<file path="config.mk">
export PLATFORM = sky130hd
export DESIGN_NAME = twobit_seq_ctrl
export DESIGN_NICKNAME = d
export VERILOG_FILES = /design/src/rtl/twobit_pkg.sv /design/src/rtl/twobit_seq_ctrl_acc_inc.sv /design/src/rtl/twobit_seq_ctrl.sv
export SDC_FILE = /design/constraint.sdc
export NUM_CORES = 1
export LEC_CHECK = 0
export CORE_MARGIN = 10
export CORE_UTILIZATION = 45
export DETAILED_ROUTE_END_ITERATION = 16
export GPL_ROUTABILITY_DRIVEN = 0
export GPL_TIMING_DRIVEN = 0
export PLACE_DENSITY_LB_ADDON = 0.08
export SLEW_MARGIN = 5
export SYNTH_ARGS = -nofsm -noshare
export SYNTH_HDL_FRONTEND = slang
export SYNTH_SLANG_ARGS = --single-unit
</file>
<file path="constraint.sdc">
create_clock -name clk -period 1.5 [get_ports clk]
set_input_delay 0.3 -clock clk [delete_from_list [all_inputs] [get_ports clk]]
set_output_delay 0.3 -clock clk [all_outputs]
set_load 0.05 [all_outputs]
</file>
<file path="src/rtl/twobit_pkg.sv">
// Shared definitions for the two-bit program sequencer.
// Contents: opcode encodings, FSM state encoding and program counter width.
package twobit_pkg;

  localparam int unsigned PC_WIDTH = 2;

  // Instruction set; 2'b11 is reserved and executes as a NOP.
  localparam logic [1:0] OP_INC = 2'b00;
  localparam logic [1:0] OP_JNO = 2'b01;
  localparam logic [1:0] OP_HLT = 2'b10;

  typedef enum logic [1:0] {
    ST_FETCH   = 2'd0,
    ST_EXEC    = 2'd1,
    ST_OPERAND = 2'd2,
    ST_HALT    = 2'd3
  } state_e;

endpackage

</file>
<file path="src/rtl/twobit_seq_ctrl_acc_inc.sv">
// Combinational accumulator incrementer.
// Ports:
//   a   - value to increment (ACC_WIDTH bits)
//   sum - {carry, a + 1} (ACC_WIDTH + 1 bits)
module acc_inc #(
  parameter int unsigned ACC_WIDTH = 4
) (
  input  logic [ACC_WIDTH-1:0] a,
  output logic [ACC_WIDTH:0]   sum
);

  always_comb begin
    sum = {1'b0, a} + (ACC_WIDTH + 1)'(1);
  end

endmodule

</file>
<file path="src/rtl/twobit_seq_ctrl.sv">
// Fetch/execute sequencer for a 4-word x 2-bit combinational program ROM.
// Executes INC / JNO / HLT on an internal accumulator with an overflow flag.
// Ports:
//   clk     - system clock, rising edge
//   reset   - asynchronous active-high reset
//   en      - advance enable; all registers hold while low
//   rom_msb - ROM word bit 1
//   rom_lsb - ROM word bit 0
//   sel1    - ROM address bit 1 (pc[1])
//   sel2    - ROM address bit 0 (pc[0])
//   acc     - accumulator value
//   ovf     - carry out of the most recent INC
//   halted  - high while in the HALT state
module twobit_seq_ctrl
  import twobit_pkg::*;
#(
  parameter int unsigned ACC_WIDTH = 4
) (
  input  logic                 clk,
  input  logic                 reset,
  input  logic                 en,
  input  logic                 rom_msb,
  input  logic                 rom_lsb,
  output logic                 sel1,
  output logic                 sel2,
  output logic [ACC_WIDTH-1:0] acc,
  output logic                 ovf,
  output logic                 halted
);

  state_e                state_q;
  logic [PC_WIDTH-1:0]   pc_q;
  logic [1:0]            ir_q;
  logic [ACC_WIDTH-1:0]  acc_q;
  logic                  ovf_q;
  logic                  halted_q;

  logic [1:0]            rom_word;
  logic [PC_WIDTH-1:0]   pc_inc;
  logic [ACC_WIDTH:0]    inc_sum;

  assign rom_word = {rom_msb, rom_lsb};
  // Natural wrap of the 2-bit counter gives 3 -> 0.
  assign pc_inc   = pc_q + PC_WIDTH'(1);

  acc_inc #(
    .ACC_WIDTH(ACC_WIDTH)
  ) u_acc_inc (
    .a  (acc_q),
    .sum(inc_sum)
  );

  always_ff @(posedge clk or posedge reset) begin
    if (reset) begin
      state_q  <= ST_FETCH;
      pc_q     <= '0;
      ir_q     <= 2'b00;
      acc_q    <= '0;
      ovf_q    <= 1'b0;
      halted_q <= 1'b0;
    end else if (en) begin
      unique case (state_q)
        ST_FETCH: begin
          ir_q    <= rom_word;
          pc_q    <= pc_inc;
          state_q <= ST_EXEC;
        end
        ST_EXEC: begin
          case (ir_q)
            OP_INC: begin
              acc_q   <= inc_sum[ACC_WIDTH-1:0];
              ovf_q   <= inc_sum[ACC_WIDTH];
              state_q <= ST_FETCH;
            end
            // pc already points at the operand word.
            OP_JNO: state_q <= ST_OPERAND;
            OP_HLT: begin
              state_q  <= ST_HALT;
              halted_q <= 1'b1;
            end
            default: state_q <= ST_FETCH;
          endcase
        end
        ST_OPERAND: begin
          // Jump when no overflow, otherwise step over the operand word.
          pc_q    <= ovf_q ? pc_inc : rom_word;
          state_q <= ST_FETCH;
        end
        ST_HALT: begin
          state_q <= ST_HALT;
        end
      endcase
    end
  end

  assign sel1   = pc_q[1];
  assign sel2   = pc_q[0];
  assign acc    = acc_q;
  assign ovf    = ovf_q;
  assign halted = halted_q;

endmodule

</file>
# Word-level counts from Yosys, hierarchy flattened
# Index checks and enable logic that the tools add are counted.
[totals]
reg_bits = 12
in_bits = 5
out_inout_bits = 8
elab_cells = 24
[op_classes]
n_addsub = 2
n_eq_ne = 5
muxes = 4
reduce_logical = 7
[ops]
columns = ["op", "n"]
rows = [
  ["2-bit one-hot mux with 2 select lines", 2],
  ["2-bit one-hot mux with 4 select lines", 1],
  ["2-bit == test (second input constant)", 3],
  ["3-bit AND reduction", 2],
  ["4-bit by 1-bit adder with 5-bit output (second input constant)", 1],
  ["2-bit by 1-bit == test with 1-bit output (second input constant)", 2],
  ["2-bit logical NOT", 2],
  ["2-bit AND reduction", 2],
  ["2-bit by 1-bit adder with 2-bit output (second input constant)", 1],
  ["2-bit 2-to-1 mux", 1],
  ["2-bit nonzero test", 1],
]

# Depth between registers and ports, before layout
# Gate-level depths: netlist of the first run.
[depth]
word_depth = 3
mapped_depth = 5
ltp_nobuf = 5

# Hierarchy
# From an unflattened synthesis of the first run, not the netlist that was laid out.
[hier_totals]
cells_unflattened = 51
hier_area_um2 = 629.4
[modules_own_cells]
columns = ["mod", "instances", "cells_each", "area_each_um2", "seq_area_each_um2"]
rows = [
  ["twobit_seq_ctrl", 1, 45, 583.1, 300.3],
  ["acc_inc", 1, 6, 46.3, 0.0],
]

# Least setup slack after synthesis of the first run
# OpenSTA, ideal clock, no wires.
[synth_path]
path_type = "register to register"
start = "reg acc_q[0] (netlist: acc[0])"
end = "reg acc_q[1] (netlist: acc[1])"
setup_ns = 0.125
arrival_ns = 1.211
t_required_ns = 1.375
setup_slack_ns = 0.164
stages_incl_launch_ff = 3
path_buffers = 0
period_less_slack_ns = 1.336
cell_sequence = "dfrtp_1 ha_1 mux2_2"
[synth_between]
elab_chain_len = 1
[synth_lines]
columns = ["element", "line_no", "source"]
rows = [
  ["start: declaration", "twobit_seq_ctrl.sv:34", "logic [ACC_WIDTH-1:0] acc_q;"],
  ["start signal: assignment", "twobit_seq_ctrl.sv:71", "acc_q <= inc_sum[ACC_WIDTH-1:0];"],
  ["4-bit by 1-bit adder with 5-bit output", "twobit_seq_ctrl_acc_inc.sv:13", "sum = {1'b0, a} + (ACC_WIDTH + 1)'(1);"],
  ["via inc_sum[1]", "twobit_seq_ctrl.sv:40", "logic [ACC_WIDTH:0] inc_sum;"],
]
# The timed path passes the listed nets, and every way through them passes these cells.
# A chain may end at the register's enable or synchronous reset.

# Final worst setup path of the first run
[layout_path]
start = "reg halted_q (netlist: halted)"
end = "out halted"
[layout_rtl]
columns = ["element", "line_no", "source"]
rows = [
  ["start: declaration", "twobit_seq_ctrl.sv:36", "logic halted_q;"],
  ["start signal: assignment", "twobit_seq_ctrl.sv:60", "halted_q <= 1'b0;"],
  ["start signal: assignment", "twobit_seq_ctrl.sv:79", "halted_q <= 1'b1;"],
  ["end: declaration", "twobit_seq_ctrl.sv:28", "output logic halted"],
]
# No word-level cell between the ends.

==> results of run 1 <==
[state kept, by name, summed over array words and instances (netlist names)]
register and count:
acc 4, halted 1, ir_q 2, ovf 1, pc_q 2, state_q 2
[through the flow]
step                utilization (%)  instances  instance area, um^2  worst slack [ns]
finish                         59.2         82                  751            0.0592
global route                   59.2         82                  751           0.00985
CTS                            60.6         82                  768           0.00168
detailed placement             57.7         78                  732            -0.184
global placement               57.7         78                  732            -0.160
floorplan                         -         51                  593             0.164
[per-layer routing]
metal	global-route usage, %	up-vias	share of wire (%)
li1	-	207	-
met1	8.80	181	50
met2	9.83	9	43
met3	3.15	2	5.5
met4	4.12	0	1.3
met5	0	-	0
[logic make-up (layout without fill, tap and decap cells)]
logic type      after synthesis  in the layout  synth area share, %
simple gates                 14             14                 15.6
flops                        12             12                 50.6
compound gates                9              9                 9.07
buf+inv                       5             21                 3.16
fa+ha+maj                     4              4                 8.44
mux                           4              4                 8.65
xor+xnor                      3              3                 4.43
[synthesized netlist by cell type (all sizes together)]
master / instances / area, um^2
dfrtp: 12 / 300
inv: 5 / 18.8
a21oi: 4 / 20.0
ha: 4 / 50.1
mux2: 3 / 41.3
nor2: 3 / 11.3
nand2: 2 / 7.51
nand2b: 2 / 12.5
nand3: 2 / 10.0
o21ai: 2 / 10.0
xnor2: 2 / 17.5
a31o: 1 / 8.76
a31oi: 1 / 6.26
and2: 1 / 8.76
mux2i: 1 / 10.0
nand4: 1 / 6.26
nand4b: 1 / 15.0
nor2b: 1 / 13.8
nor3b: 1 / 7.51
o22a: 1 / 8.76
xor2: 1 / 8.76
[worst paths after layout]
check                               startpoint            endpoint
setup / recovery            halted$_DFFE_PP0P_              halted
hold / removal                           reset     ovf$_DFFE_PP0P_
setup reg to reg           ir_q[0]$_DFFE_PP0P_  acc[1]$_DFFE_PP0P_
hold reg to reg             halted$_DFFE_PP0P_  halted$_DFFE_PP0P_
max in group asynchronous                reset  acc[0]$_DFFE_PP0P_
min in group clk            halted$_DFFE_PP0P_  halted$_DFFE_PP0P_
[area by class of cell]
class | count | area, um^2
multi-input cells | 34 | 274
clock buffers | 4 | 36.3
fillers | 117 | 518
repair buffers | 12 | 103
inverters | 5 | 18.8
well taps | 15 | 18.8
flip-flops and latches | 12 | 300
[power by group through the flow]
stage	logic, mW	clock network [mW]	registers (mW)
3_3_place_gp	0.959	0	0.632
5_1_grt	0.967	0.283	0.656
3_5_place_dp	0.960	0	0.633
6_report	0.883	0.252	0.627
4_1_cts	0.913	0.262	0.627
2_1_floorplan	0.363	0	0.941
[cell usage in the layout (no fill, tap or decap), drive strengths merged]
cell type      instances
a21oi                  4
a31o                   1
a31oi                  1
and2                   1
clkbuf                 8
clkdlybuf4s15          3
clkdlybuf4s50          4
dfrtp                 12
dlygate4sd2            1
ha                     4
inv                    5
mux2                   3
mux2i                  1
nand2                  2
nand2b                 2
nand3                  2
nand4                  1
nand4b                 1
nor2                   3
nor2b                  1
nor3b                  1
o21ai                  2
o22a                   1
xnor2                  2
xor2                   1
[what timing repair did]
item,in CTS,in global routing
setup endpoints to repair,8,4
gates cloned,0,0
hold buffers,0,0
resized for setup,16,6
==> key figures, run 1 <==
Finish
  • Layout cells sized above 1: 26.9%
  • N_diodes: 0
  • Nets: 77
  • Synth-to-Final Area Change: 26.6%

Power and ir drop
  • PD cells: 2350 nW/um^2
  • Pint: 944 uW
  • Combinational Power Share: 50.1%
  • Leakage power total: 0.360 nW
  • Peak supply drop: 0.837 mV
  • Switching share of power: 46.4%
  • P_sw: 818 uW
  • Power, Total: 1.76 mW
  • Clock power frac: 14.3%
  • Flop pwr share: 35.6%

Floorplanning
  • Starting Density: 46.7%
  • Die W: 56.3 um
  • # IOs: 13
  • Rows: 13
  • Die height: 56.3 um
  • Die Footprint: 3170 um^2
  • Core area: 1270 um^2

Yosys
  • Synth Warn #: 0
  • Synth Register Bits: 12
  • Avg Cell Area, Syn: 11.6 um^2
  • Netlist cell types: 22
  • Syn_nets: 60
  • Netlist Area Pre-Place: 593 um^2
  • Cells after Synth: 51
  • Sequential area share after synthesis: 50.6%

Timing
  • Slew Viols, Final: 0
  • Final Hold Fails: 0
  • Period minus WS final: 1.44 ns
  • Setup TNS: 0 ns
  • Max-slew headroom: 67.6%
  • Worst-Margin Slew: 0.487 ns
  • RSZ-0062 raised after global routing: no
  • Max Clock Freq: 694 MHz
  • Skew final: 0.000433 ns
  • Post-route clock period utilization: 96.1%
  • Min Hold Slack: 0.333 ns
  • Finish-stage setup viols: 0

Clocking
  • Clock Latency Late Sink: 0.26 ns
  • CTS Buf Count: 3
  • CTS tree: yes
  • H-tree depth: 1
  • Post-CTS setup buffers: 0
  • Maximum clock insertion buffer count: 2
  • Clk slew on worst S/H paths: 0.07 ns
  • Root buf cell: clkbuf_4
  • Clock sink count: 12

Critical path
  • Slowest CP cell: dlygate4sd2_1
  • Worst Reg-to-Reg Cells: 4
  • WP data arrival: 1.14 ns
  • Worst path depth: 1
  • CP max stage delay: 0.53 ns
  • WS Path Type: reg2out
  • Startpoint types: flop
  • Reg-to-reg setup timing slack: 0.18 ns
  • Setup crit end kind: output port
  • Buffers & Inverters on Critical Path: 1
  • Crit Path Max Fanout: 2
  • CP Cell Sequence: dlygate4sd2_1
  • CP Data Required Time: 1.20 ns
  • Cell family with most CP delay: buffers and inverters

Global route
  • Largest net degree at the start of global routing: 13
  • GRT Util Overall: 7.11%
  • First-pass GRT wire length: 1830 um
  • Global route overflow: 0
  • Antenna violations before repair: 0
  • Vias in the first global route: 411

Drt
  • Vias per std cell: 4.87
  • Routed vias: 399
  • Wire per inst: 12.7 um
  • Detailed Route WL: 1040 um
  • First DRT Iteration DRCs: 6
  • 1st-pass router iterations: 3
  • Post-route DRC: 0
  • Detail Route Antenna Nets: 0

Placed design
  • Port Buffer Count: 12
  • HPWL Detailed: 803 um

Job
  • Max_cap viols: 0

Outcome
  • Status: finished clean

Hold path
  • Hold Crit Class: in2async
Note: power is estimated with default switching activity, not from simulation.
==> run 2, diff against run 1 <==
Settings changed: GPL_ROUTABILITY_DRIVEN 0 to unset.
==> results of run 2 <==
The final DEF is identical to that of run 1; final timing and power are the same.
==> run 3, diff against run 2 <==
==> constraint.sdc (replaced) <==
create_clock -name clk -period 1.5 [get_ports clk]
set_input_delay 0.15 -clock clk [delete_from_list [all_inputs] [get_ports clk]]
set_output_delay 0.15 -clock clk [all_outputs]
set_load 0.05 [all_outputs]
==> run 3 against run 2 <==
Register-to-register slack about the same; critical endpoint is now acc[2]; utilization rose by 0.59 points; largest power group unchanged; combinational power hardly changed; first-iteration DRC count is the same; non-clock buffer count stayed put; count of clock-buffer cells in the layout stayed put; final cell count stayed put; die area did not move.
==> key figures, run 3 (same netlist as run 1, synthesis figures left out) <==
Critical path
  • Startpoint types: flop
  • Slowest CP cell: dlygate4sd2_1
  • Setup crit end kind: output port
  • CP Data Required Time: 1.35 ns
  • CP Cell Sequence: dlygate4sd2_1
  • Crit Path Max Fanout: 4
  • CP max stage delay: 0.55 ns
  • WS Path Type: reg2out
  • Worst path depth: 1
  • Cell family with most CP delay: buffers and inverters
  • Worst Reg-to-Reg Cells: 4
  • Buffers & Inverters on Critical Path: 1
  • WP data arrival: 1.22 ns

Global route
  • First-pass GRT wire length: 1830 um
  • Antenna violations before repair: 0
  • Vias in the first global route: 411
  • Largest net degree at the start of global routing: 13
  • GRT Util Overall: 7.11%
  • Global route overflow: 0

Clocking
  • CTS tree: yes
  • Root buf cell: clkbuf_4
  • Maximum clock insertion buffer count: 2
  • Clk slew on worst S/H paths: 0.07 ns
  • Clock Latency Late Sink: 0.26 ns
  • H-tree depth: 1
  • Clock sink count: 12
  • CTS Buf Count: 3
  • # hold bufs at CTS: 0

Timing
  • Final Hold Fails: 0
  • Period minus WS final: 1.37 ns
  • Setup TNS: 0 ns
  • Max Clock Freq: 727 MHz
  • Skew final: 0.000381 ns
  • Max-slew headroom: 67.3%
  • Slew Viols, Final: 0
  • RSZ-0062 raised after global routing: no
  • Worst-Margin Slew: 0.492 ns
  • Min Hold Slack: 0.183 ns
  • Finish-stage setup viols: 0
  • Post-route clock period utilization: 91.6%
  • Final worst setup slack: 0.125 ns

Finish
  • Area occupied by multi-input gates: 274 um^2
  • Max FFs per register: 4
  • N_diodes: 0
  • Commonest non-fill, non-tap cell in the layout: dfrtp_1
  • Finished Core Util: 59.8%
  • Synth-to-Final Area Change: 27.8%
  • Layout filler cell count: 118
  • Layout cells sized above 1: 16.4%
  • Commonest cells after routing, fill and taps aside: dfrtp_1 (12), dlygate4sd2_1 (8), inv_1 (5)
  • Reg area: 300 um^2
  • Nets: 77

Drt
  • Vias per std cell: 4.85
  • First DRT Iteration DRCs: 6
  • Detailed Route WL: 1040 um
  • Detail Route Antenna Nets: 0
  • Post-route DRC: 0
  • Wire per inst: 12.6 um
  • 1st-pass router iterations: 3
  • Routed vias: 398

Power and ir drop
  • Peak supply drop: 0.840 mV
  • Leakage power total: 0.375 nW
  • Power, Total: 1.76 mW
  • PD cells: 2320 nW/um^2

Floorplanning
  • Rows: 13
  • # IOs: 13
  • Core area: 1270 um^2
  • Die height: 56.3 um
  • Die Footprint: 3170 um^2
  • Die W: 56.3 um
  • Starting Density: 46.7%

Hold path
  • Hold Crit Class: in2async

Job
  • Max_cap viols: 0

Placed design
  • HPWL Detailed: 803 um
  • Final RePlAce weighted congestion: 0.732
  • Pre-CTS WS: -0.0342 ns
  • Port Buffer Count: 12

Outcome
  • Status: finished clean
## run 3: cell types whose count changed in the layout (fill, tap and decap cells not counted)
cell,previous run,this run
clkbuf_2,4,0
clkdlybuf4s15_2,3,0
dlygate4sd2_1,1,8
## run 3: report_power, final
| group | internal (mW) | leakage, nW | switching, mW |
|---|---|---|---|
| combinational | 0.325 | 0.210 | 0.560 |
| clock | 0.147 | 0.0210 | 0.104 |
| sequential | 0.474 | 0.144 | 0.149 |
## run 3: stage by stage
stage	std cells	cell area (um^2)
floorplan	51	593
global placement	78	732
detailed placement	78	732
CTS	82	758
global route	82	758
finish	82	758
## run 3: final cells by class
cell class	count	share of cell area, %
Sequential cell	12	39.6
Multi-Input combinational cell	34	36.1
Timing Repair Buffer	12	14.5
Clock buffer	4	4.79
Inverter	5	2.48
Tap cell	15	2.48
## run 3: worst paths after layout
kind | endpoint | slack [ns] | from
worst max-delay path | acc[2] | 0.13 | acc[2]$_DFFE_PP0P_
worst min-delay path | ovf$_DFFE_PP0P_ | 0.18 | reset
worst max register to register | acc[1]$_DFFE_PP0P_ | 0.19 | ir_q[0]$_DFFE_PP0P_
worst min register to register | halted$_DFFE_PP0P_ | 0.47 | halted$_DFFE_PP0P_
max in group asynchronous | acc[0]$_DFFE_PP0P_ | 1.01 | reset
min in group clk | halted$_DFFE_PP0P_ | 0.47 | halted$_DFFE_PP0P_
## run 3: what timing repair did
item / 4_1_cts / 5_1_grt
hold endpoints to repair: 0 / 0
setup endpoints to repair: 8 / 0
gates resized for setup: 8 / 0
buffers inserted: 0 / 0
## run 3: routing by layer
metal / global-route usage [%] / vias to the layer above / part of all wire [%]
li1: - / 207 / -
met1: 8.80 / 180 / 50
met2: 9.83 / 9 / 43
met3: 3.15 / 2 / 5.2
met4: 4.12 / 0 / 1.4
met5: 0 / - / 0
